**src/rtl/wbu_deword_buffered_if.sv**
```systemverilog
// Word-in / character-out handshake bundle for the buffered de-word stage.
// The slave side is the de-word stage itself; the master side feeds words and stalls characters.
interface wbu_deword_buffered_if #(
  parameter int LGFIFO = 2
);
  logic              i_stb;
  logic [35:0]       i_word;
  logic              o_busy;
  logic              o_stb;
  logic [6:0]        o_nl_hexbits;
  logic              i_tx_busy;
  logic [LGFIFO:0]   o_fill;

  modport master (
    output i_stb, i_word, i_tx_busy,
    input  o_busy, o_stb, o_nl_hexbits, o_fill
  );

  modport slave (
    input  i_stb, i_word, i_tx_busy,
    output o_busy, o_stb, o_nl_hexbits, o_fill
  );
endinterface

```
**src/rtl/wbu_deword_buffered.sv**
```systemverilog
// Buffers 36-bit encoded response words in a small FIFO and streams them out as
// 6-bit characters (MSB first) with an optional trailing newline, one per accept.
module wbu_deword_buffered #(
  parameter int LGFIFO  = 2,
  parameter int NL_MODE = 2
) (
  input  logic                  i_clk,
  input  logic                  i_areset_n,
  wbu_deword_buffered_if.slave  bus
);

  localparam int DEPTH = 1 << LGFIFO;

  typedef enum logic [1:0] {S_IDLE, S_CHAR, S_NL} state_t;

  logic [35:0]       r_mem [DEPTH];
  logic [LGFIFO-1:0] r_wptr, r_rptr;
  logic [LGFIFO:0]   r_fill;
  logic              r_busy;
  state_t            r_state;
  logic              r_stb;
  logic [6:0]        r_hex;
  logic [29:0]       r_sreg;
  logic [2:0]        r_cnt;

  logic              w_push, w_pop, w_empty, w_accept, w_last, w_want_nl;
  logic [LGFIFO:0]   w_fill_nxt;
  logic [35:0]       w_head;

  // Characters per word, chosen by the word's type prefix.
  function automatic logic [2:0] word_len(input logic [35:0] w);
    if (w[35:33] == 3'b000)      word_len = 3'd1;
    else if (w[35:32] == 4'h2)   word_len = 3'd6;
    else if (w[35:32] == 4'h3)   word_len = 3'd2 + {1'b0, w[31:30]};
    else if (w[35:34] == 2'b01)  word_len = 3'd2;
    else if (w[35:34] == 2'b10)  word_len = 3'd1;
    else                         word_len = 3'd6;
  endfunction

  assign w_push    = bus.i_stb && !r_busy;
  assign w_empty   = (r_fill == '0);
  assign w_accept  = r_stb && !bus.i_tx_busy;
  assign w_last    = (r_cnt == 3'd1);
  assign w_head    = r_mem[r_rptr];
  // Mode 2 looks at the registered fill, so a word arriving on the same edge still follows a newline.
  assign w_want_nl = (NL_MODE == 1) || ((NL_MODE == 2) && w_empty);

  always_comb begin
    w_pop = 1'b0;
    case (r_state)
      S_IDLE:  w_pop = !w_empty;
      S_CHAR:  w_pop = w_accept && w_last && !w_want_nl && !w_empty;
      S_NL:    w_pop = w_accept && !w_empty;
      default: w_pop = 1'b0;
    endcase
  end

  always_comb begin
    w_fill_nxt = r_fill;
    if (w_push && !w_pop)      w_fill_nxt = r_fill + (LGFIFO+1)'(1);
    else if (!w_push && w_pop) w_fill_nxt = r_fill - (LGFIFO+1)'(1);
  end

  always_ff @(posedge i_clk) begin
    if (w_push) r_mem[r_wptr] <= bus.i_word;
  end

  always_ff @(posedge i_clk or negedge i_areset_n) begin
    if (!i_areset_n) begin
      r_wptr <= '0;
      r_rptr <= '0;
      r_fill <= '0;
      r_busy <= 1'b0;
    end else begin
      if (w_push) r_wptr <= r_wptr + LGFIFO'(1);
      if (w_pop)  r_rptr <= r_rptr + LGFIFO'(1);
      r_fill <= w_fill_nxt;
      r_busy <= (w_fill_nxt == (LGFIFO+1)'(DEPTH));
    end
  end

  // Every pop loads a word, so loading is handled once ahead of the per-state moves.
  always_ff @(posedge i_clk or negedge i_areset_n) begin
    if (!i_areset_n) begin
      r_state <= S_IDLE;
      r_stb   <= 1'b0;
      r_hex   <= 7'h00;
      r_sreg  <= '0;
      r_cnt   <= 3'd0;
    end else if (w_pop) begin
      r_state <= S_CHAR;
      r_stb   <= 1'b1;
      r_hex   <= {1'b0, w_head[35:30]};
      r_sreg  <= w_head[29:0];
      r_cnt   <= word_len(w_head);
    end else begin
      case (r_state)
        S_CHAR: begin
          if (w_accept) begin
            if (!w_last) begin
              r_hex  <= {1'b0, r_sreg[29:24]};
              r_sreg <= {r_sreg[23:0], 6'd0};
              r_cnt  <= r_cnt - 3'd1;
            end else if (w_want_nl) begin
              r_state <= S_NL;
              r_hex   <= 7'h40;
            end else begin
              r_state <= S_IDLE;
              r_stb   <= 1'b0;
            end
          end
        end
        S_NL: begin
          if (w_accept) begin
            r_state <= S_IDLE;
            r_stb   <= 1'b0;
          end
        end
        default: ;
      endcase
    end
  end

  assign bus.o_busy       = r_busy;
  assign bus.o_stb        = r_stb;
  assign bus.o_nl_hexbits = r_hex;
  assign bus.o_fill       = r_fill;

endmodule

```
**src/flat_wrapper.sv**
```systemverilog
// flat-port wrapper written by rule: the top's interface ports become plain ports
module wbu_deword_buffered_flat 
#(
  parameter int LGFIFO  = 2,
  parameter int NL_MODE = 2
)
  (i_clk, i_areset_n, bus_i_stb, bus_i_word, bus_i_tx_busy, bus_o_busy, bus_o_stb, bus_o_nl_hexbits, bus_o_fill);
  wbu_deword_buffered_if #(.LGFIFO(LGFIFO)) bus_i ();
  input  logic i_clk;
  input  logic i_areset_n;
  input wire logic [$bits(bus_i.i_stb)-1:0] bus_i_stb;
  input wire logic [$bits(bus_i.i_word)-1:0] bus_i_word;
  input wire logic [$bits(bus_i.i_tx_busy)-1:0] bus_i_tx_busy;
  output wire logic [$bits(bus_i.o_busy)-1:0] bus_o_busy;
  output wire logic [$bits(bus_i.o_stb)-1:0] bus_o_stb;
  output wire logic [$bits(bus_i.o_nl_hexbits)-1:0] bus_o_nl_hexbits;
  output wire logic [$bits(bus_i.o_fill)-1:0] bus_o_fill;
  assign bus_i.i_stb = bus_i_stb;
  assign bus_i.i_word = bus_i_word;
  assign bus_i.i_tx_busy = bus_i_tx_busy;
  assign bus_o_busy = bus_i.o_busy;
  assign bus_o_stb = bus_i.o_stb;
  assign bus_o_nl_hexbits = bus_i.o_nl_hexbits;
  assign bus_o_fill = bus_i.o_fill;
  wbu_deword_buffered #(.LGFIFO(LGFIFO), .NL_MODE(NL_MODE)) u_core (.i_clk(i_clk), .i_areset_n(i_areset_n), .bus(bus_i));
endmodule
```
**config.mk**
```make
export PLATFORM = sky130hd
export DESIGN_NAME = wbu_deword_buffered_flat
export DESIGN_NICKNAME = d
export VERILOG_FILES = /design/src/rtl/wbu_deword_buffered_if.sv /design/src/rtl/wbu_deword_buffered.sv /design/src/flat_wrapper.sv
export SDC_FILE = /design/constraint.sdc
export NUM_CORES = 1
export LEC_CHECK = 0
export CAP_MARGIN = 20
export CORE_MARGIN = 2
export CORE_UTILIZATION = 46
export CTS_CLUSTER_DIAMETER = 100
export CTS_CLUSTER_SIZE = 25
export DETAILED_ROUTE_END_ITERATION = 16
export SKIP_CTS_REPAIR_TIMING = 1
export SYNTH_ARGS = -nofsm -noshare
export SYNTH_HDL_FRONTEND = slang
export SYNTH_SLANG_ARGS = --single-unit
```
**constraint.sdc**
```tcl
create_clock -name i_clk -period 4.95 [get_ports i_clk]
set_input_delay 0.99 -clock i_clk [delete_from_list [all_inputs] [get_ports i_clk]]
set_output_delay 0.99 -clock i_clk [all_outputs]
set_load 0.01 [all_outputs]
```
==> results of run 1 <==
[cell type report]
class | instances | share of cell area, %
sequential | 195 | 60.7
tap | 220 | 2.99
inverter | 14 | 0.570
clock buffer | 18 | 4.65
clock inverter | 13 | 1.61
multi-input combinational | 264 | 22.8
timing repair buffer | 63 | 6.68
[layer usage]
layer	vias up	wire length (um)	part of all wire [%]
met4	0	137	0.93
met1	2134	6490	44
li1	1981	-	-
met5	-	0	0
met2	72	7510	51
met3	15	570	3.9
[sequential cells by signal (all words and copies together) (netlist names)]
| name | cells |
|---|---|
| u_core.r_mem | 144 |
| u_core.r_sreg | 30 |
| u_core.bus.o_nl_hexbits | 7 |
| u_core.bus.o_fill | 3 |
| u_core.r_cnt | 3 |
| u_core.r_rptr | 2 |
| u_core.r_state | 2 |
| u_core.r_wptr | 2 |
| u_core.bus.o_busy | 1 |
| u_core.bus.o_stb | 1 |
[worst min-delay path, cell delays in order (launching register included)]
cell and delay [ns]:
sky130_fd_sc_hd__dfrtp_1 0.35, sky130_fd_sc_hd__nand3_1 0.07, sky130_fd_sc_hd__nand2_1 0.07
[how the worst max path moves through the flow]
stage | endpoint | slack, ns | depth (start not counted)
finish | u_core.r_sreg[19] | 1.99 | 7
global route | u_core.r_sreg[15] | 1.85 | 7
CTS | u_core.r_sreg[19] | 2.05 | 7
detailed placement | u_core.r_sreg[22] | 1.61 | 7
global placement | u_core.r_sreg[27] | 1.77 | 7
floorplan | u_core.r_mem[0][0] | 2.10 | 3
[power groups by stage]
| stage | logic [uW] | registers, uW | clock network [uW] |
|---|---|---|---|
| 2_1_floorplan | 1480 | 2450 | 0 |
| 3_3_place_gp | 1930 | 2500 | 0 |
| 3_5_place_dp | 1970 | 2520 | 0 |
| 4_1_cts | 1980 | 2490 | 1380 |
| 5_1_grt | 2170 | 2530 | 1450 |
| 6_report | 1960 | 2490 | 1350 |
[synth_stat cells, types with 2 or more instances]
cell type	count	share of area [%]
sky130_fd_sc_hd__nor3_1	4	0.25
sky130_fd_sc_hd__o22ai_1	4	0.32
sky130_fd_sc_hd__mux4_2	34	9.7
sky130_fd_sc_hd__a31oi_1	24	1.9
sky130_fd_sc_hd__and3_1	2	0.16
sky130_fd_sc_hd__a221oi_1	6	0.67
sky130_fd_sc_hd__ha_1	15	2.4
sky130_fd_sc_hd__nand3_1	10	0.63
sky130_fd_sc_hd__nor2_1	39	1.9
sky130_fd_sc_hd__a21oi_1	7	0.44
sky130_fd_sc_hd__nand2_1	75	3.6
sky130_fd_sc_hd__o21ai_1	5	0.32
sky130_fd_sc_hd__inv_1	13	0.62
sky130_fd_sc_hd__nor2b_1	3	0.24
sky130_fd_sc_hd__mux2i_1	5	0.63
sky130_fd_sc_hd__dfrtp_1	51	16
sky130_fd_sc_hd__o21ai_0	2	0.13
sky130_fd_sc_hd__o21ai_2	2	0.22
sky130_fd_sc_hd__edfxtp_1	144	55
sky130_fd_sc_hd__buf_8	2	0.38
sky130_fd_sc_hd__clkbuf_1	14	0.67
sky130_fd_sc_hd__nand2b_1	3	0.24
sky130_fd_sc_hd__buf_2	7	0.44
sky130_fd_sc_hd__xnor2_1	6	0.67
sky130_fd_sc_hd__and2_1	6	0.48
[stage by stage]
step | utilization [%] | cell area [um2]
2_1_floorplan | - | 7900
3_3_place_gp | 51.6 | 8620
3_5_place_dp | 51.6 | 8620
4_1_cts | 55.0 | 9190
5_1_grt | 55.2 | 9220
6_report | 55.2 | 9220
[logic make-up after synthesis]
group                    share of synthesized area [%]
AO/OA/AOI/OAI                                     4.78
XOR/XNOR                                         0.776
adder cells (fa/ha/maj)                           2.50
buffers and inverters                             2.64
flip-flops                                        70.9
multiplexers                                      10.7
AND/OR/NAND/NOR                                   7.74
==> reports/results.txt, run 1 <==
setup repair after global routing missed its margin: false
slew of the pin with the lowest slew margin: 0.920 ns
number of distinct library cell variants in the gate-level netlist after synthesis: 40
aggregate global routing overflow: 0
sum of negative setup slack: 0 ns
synthesized area per cell: 15.9 um2
multi-input logic area: 2100 um2
IO Pins: 52
portion of total power attributed to combinational logic: 33.8%
total length of routed wires: 14700 um
count of buffering cells on the critical path with inverters included: 2
detail-routed net length per standard cell: 18.7 um
total internal power: 3880 uW
number of non-filler instances in the completed layout: 787
worst clock skew: 0.0111 ns
critical path launch point type: input pin
post-route DRC violation count: 0
final hold slack: 0.512 ns
required time at the endpoint of the critical path: 5.29 ns
static leakage power: 0.00332 uW
first-pass GRT wire length: 23900 um
post-CTS clock slew at the launch and capture registers of the worst setup and hold paths: 0.07 ns
clock network latency to the later pin of the worst-skew pair: 0.43 ns
EDFF count, synth: 144
post-synthesis async set-or-reset flop share: 26.2%
worst supply voltage drop on vdd: 0.000309 V
CTS HTree Levels: 4
count of cells along the worst hold path: 2
Port Buf Inserts: 51
met1 Usage GRT: 23.5%
hold path startpoint: u_core.r_sreg[0]
combined flip-flop and latch cell area: 5600 um2
post-synthesis instance area: 7900 um2
critical-path cell list: clkdlybuf4s50_1 > nand2b_1 > a211oi_2 > o21ai_4 > buf_4 > nor2_1 > a31oi_1
hold violation count in the final report: 0
area grow syn2layout: 16.7%
top_reg_cell synth: sky130_fd_sc_hd__edfxtp_1
DP HPWL: 8990 um
fin crit share: 59.9%
max_cap viols: 0
die area: 18200 um2
sequential element share of the synthesized area: 70.9%
final setup violating endpoints: 0
critical-path cell with the highest stage delay: sky130_fd_sc_hd__o21ai_4
ant diodes: 0
CTS tree: built
total global routing track utilization: 17.7%
FF+latch count, synth: 195
Setup WS pre-CTS: 1.61 ns
number of cells on the worst reg-to-reg path: 8
capture endpoint of the worst hold path: u_core.r_sreg[0]
critical path endpoint category: flip-flop
routed vias: 4202
Clock Sink Count: 195
sw frac: 33.1%
crit path setup slack, layout: 1.99 ns
commonest non-fill, non-tap cell in the layout: sky130_fd_sc_hd__edfxtp_1
Worst R2R Start: u_core.r_state[0]
sw power: 1920 uW
die width: 135 um
CP top delay family: buffers and inverters
cell chosen for the clock root: sky130_fd_sc_hd__clkbuf_16
met2 usage: 28.7%
most frequent cells in the layout: 144 x sky130_fd_sc_hd__edfxtp_1, 75 x sky130_fd_sc_hd__nand2_1, 50 x sky130_fd_sc_hd__clkdlybuf4s50_1, 50 x sky130_fd_sc_hd__dfrtp_1, 39 x sky130_fd_sc_hd__nor2_1
met3 Usage GRT: 5.29%
Site Rows: 47
end of the worst register-to-register path: u_core.r_sreg[19]
total power density per cell area: 628 nW/um2
Worst Setup SP: bus_i_tx_busy
final weighted congestion in routability-driven placement: 0.777
die outline height: 135 um
vias in the first global route: 4438
portion of total power attributed to the clock network: 23.3%
number of antenna-violating nets in the routed design: 0
pin count of the biggest net entering global routing: 52
Tmin final: 2.96 ns
placed cell count: 755
Synth Net Count: 553
Yosys warnings: 0
Arrival @ worst endpoint: 3.30 ns
via count normalized by instance count: 5.34
overall power after layout: 5790 uW
area of the core: 16700 um2
final-stage net count: 610
outcome: complete, no violations
Final Slew Violations: 0
critical path start-end classification: input pin to flip-flop
Max Clk Rate: 337 MHz
fraction of layout cells with a size suffix above 1: 15.2%
DRC violation total after the first TritonRoute iteration: 382
antenna violations before repair: 0
global-route layer with the greatest usage: met2
minimum setup slack among reg-to-reg paths: 2.44 ns
Fillers: 1352
worst hold path type: flip-flop to flip-flop
Num CTS Buffers: 17
number of buffers on the longest clock path: 2
maximum net fanout on the critical path: 35
number of instances in the synthesized netlist: 498
worst slew margin relative to its limit: 38.4%
detailed-router iteration count before antenna repair: 4
max incr delay on CP: 0.72 ns
initial core utilization: 47.3%
sequential group share of total power: 42.9%
(Power assumes the default switching activity.)
==> inputs of run 2 (changes only) <==
- PLACE_DENSITY: not set -> 0.67
- clock period: 4.95 -> 2.62 ns (I/O delays scaled with it)
==> run 2 against run 1 <==
Against the previous run:
- critical path depth grew 1
- non-clock buffer count grew 4
- count of clock-buffer cells in the layout grew 9
- global-route usage shrank 0.43 points
- cell area grew 0.53%
- critical path type is now flip-flop to flip-flop
==> reports/results.txt, run 2 (same netlist as run 1, synthesis figures left out) <==
die area: 18200 um2 (unchanged)
highest signal layer in the routed design: met4
initial core utilization: 47.3% (unchanged)
critical path launch point type: flip-flop
vias in the first global route: 4443 (+0.11%)
combined flip-flop and latch cell area: 5600 um2 (unchanged)
Routed met3 length: 505 um (-11%)
Largest register FFs: 144 (unchanged)
number of buffers on the longest clock path: 2 (unchanged)
post-CTS clock slew at the launch and capture registers of the worst setup and hold paths: 0.07 ns (about the same)
ant diodes: 0 (unchanged)
die outline height: 135 um (unchanged)
number of non-filler instances in the completed layout: 792 (+0.64%)
DRC violation total after the first TritonRoute iteration: 222 (-42%)
maximum net fanout on the critical path: 46 (+31%)
die width: 135 um (unchanged)
static leakage power: 0.00336 uW (+0.92%)
number of antenna-violating nets in the routed design: 0 (unchanged)
placed cell count: 759 (+0.53%)
routed vias: 4291 (+2.1%)
Num CTS Buffers: 17 (unchanged)
Clock Sink Count: 195 (unchanged)
Max Clk Rate: 472 MHz
multi-input logic area: 2100 um2 (unchanged)
CTS tree: built
overall power after layout: 10900 uW (+87%)
Site Rows: 47 (unchanged)
cell chosen for the clock root: sky130_fd_sc_hd__clkbuf_16
final-stage net count: 614 (+0.66%)
sum of negative setup slack: 0 ns (unchanged)
final weighted congestion in routability-driven placement: 0.845 (+8.7%)
first-pass GRT wire length: 23600 um (-1.3%)
clock network latency to the later pin of the worst-skew pair: 0.42 ns (about the same)
antenna violations before repair: 0 (unchanged)
total power density per cell area: 1170 nW/um2 (+86%)
fraction of layout cells with a size suffix above 1: 15.0% (-0.13 points)
Arrival @ worst endpoint: 2.46 ns (-0.84 ns)
total length of routed wires: 14600 um (-1.0%)
Biggest register: u_core.r_mem
wl on met1: 6440 um (-0.80%)
minimum setup slack among reg-to-reg paths: 0.50 ns (-1.94 ns)
outcome: complete, no violations
Worst R2R Start: u_core.r_state[0]
slew of the pin with the lowest slew margin: 0.680 ns (-0.240 ns)
pin count of the biggest net entering global routing: 47 (-9.6%)
Fillers: 1331 (-1.6%)
Tmin final: 2.12 ns
commonest non-fill, non-tap cell in the layout: sky130_fd_sc_hd__edfxtp_1
critical path start-end classification: flip-flop to flip-flop
Setup WS pre-CTS: 0.132 ns (-1.48 ns)
most frequent cells in the layout: 144 x sky130_fd_sc_hd__edfxtp_1, 75 x sky130_fd_sc_hd__nand2_1, 50 x sky130_fd_sc_hd__clkdlybuf4s50_1, 50 x sky130_fd_sc_hd__dfrtp_1, 39 x sky130_fd_sc_hd__nor2_1
IO Pins: 52 (unchanged)
worst clock skew: 0.0172 ns (+0.00601 ns)
crit path setup slack, layout: 0.501 ns (-1.49 ns)
CTS HTree Levels: 4 (unchanged)
critical path endpoint category: flip-flop
post-route DRC violation count: 0 (unchanged)
met2 layer wire length in the routed design: 7460 um (-0.68%)
worst hold path type: input pin to asynchronous set/reset pin
required time at the endpoint of the critical path: 2.96 ns (-2.33 ns)
Final Slew Violations: 0 (unchanged)
Port Buf Inserts: 51 (unchanged)
detail-routed net length per standard cell: 18.4 um (-1.7%)
end of the worst register-to-register path: u_core.r_sreg[22]
number of cells on the worst reg-to-reg path: 8 (unchanged)
worst supply voltage drop on vdd: 0.000710 V (+130%)
DP HPWL: 9130 um (+1.6%)
detailed-router iteration count before antenna repair: 5 (+1)
hold violation count in the final report: 0 (unchanged)
fin crit share: 80.9%
via count normalized by instance count: 5.42 (+1.5%)
area grow syn2layout: 17.3%
aggregate global routing overflow: 0 (unchanged)
area of the core: 16700 um2 (unchanged)
max_cap viols: 0 (unchanged)
final setup violating endpoints: 0 (unchanged)
setup repair after global routing missed its margin: false
total global routing track utilization: 17.3% (-0.43 points)
worst slew margin relative to its limit: 54.5% (+16 points)
## run 2: changes by cell type in the layout (fill, tap and decap cells not counted), sizes merged
cell	change
clkinv	+3
inv	-6
bufinv	-2
clkinvlp	-3
dlygate4sd3	+1
buf	+3
clkbuf	+9
## run 2: power breakdown
part	switching [uW]	total, uW	internal [uW]	leakage, uW
logic	2120	3860	1740	0.00117
registers	395	4660	4260	0.00192
clock network	1010	2340	1340	0.000271
## run 2: how the worst max path moves through the flow
stage,start,to,slack [ns],cells after the start
3_5_place_dp,bus_i_tx_busy,u_core.r_sreg[22],0.13,7
5_1_grt,u_core.bus.o_fill[0],u_core.r_sreg[14],0.31,8
2_1_floorplan,bus_i_stb,u_core.r_mem[0][0],0.23,3
4_1_cts,u_core.r_rptr[0],u_core.r_sreg[20],0.43,5
6_report,u_core.r_state[0],u_core.r_sreg[22],0.50,8
3_3_place_gp,bus_i_tx_busy,u_core.r_sreg[12],0.22,7
## run 2: metrics by stage
stage | hold WS, ns | area (um2) | util, %
2_1_floorplan | 0.228 | 7900 | -
3_3_place_gp | 0.397 | 8720 | 52.2
3_5_place_dp | 0.397 | 8720 | 52.2
4_1_cts | -0.0623 | 9260 | 55.4
5_1_grt | 0.491 | 9270 | 55.5
6_report | 0.493 | 9270 | 55.5
## run 2: routing by layer
layer / track usage, % / vias up
li1: - / 1986
met1: 22.8 / 2208
met2: 28.3 / 89
met3: 3.94 / 8
met4: 6.54 / 0
met5: 0 / -
## run 2: final cells by class
cell class                      count  share of cell area [%]
Multi-Input combinational cell    264                    22.6
Clock inverter                      5                   0.283
Tap cell                          220                    2.97
Clock buffer                       27                    5.53
Timing Repair Buffer               67                    7.59
Inverter                           14                   0.567
Sequential cell                   195                    60.4
## run 2: worst max-delay path: stages, from the launching register on
cell and delay [ns]:
sky130_fd_sc_hd__dfrtp_1 0.39, sky130_fd_sc_hd__inv_1 0.08, sky130_fd_sc_hd__ha_1 0.32, sky130_fd_sc_hd__inv_1 0.09, sky130_fd_sc_hd__a211oi_2 0.06, sky130_fd_sc_hd__o21ai_4 0.55
sky130_fd_sc_hd__buf_12 0.29, sky130_fd_sc_hd__nor2_1 0.08, sky130_fd_sc_hd__a31oi_1 0.16
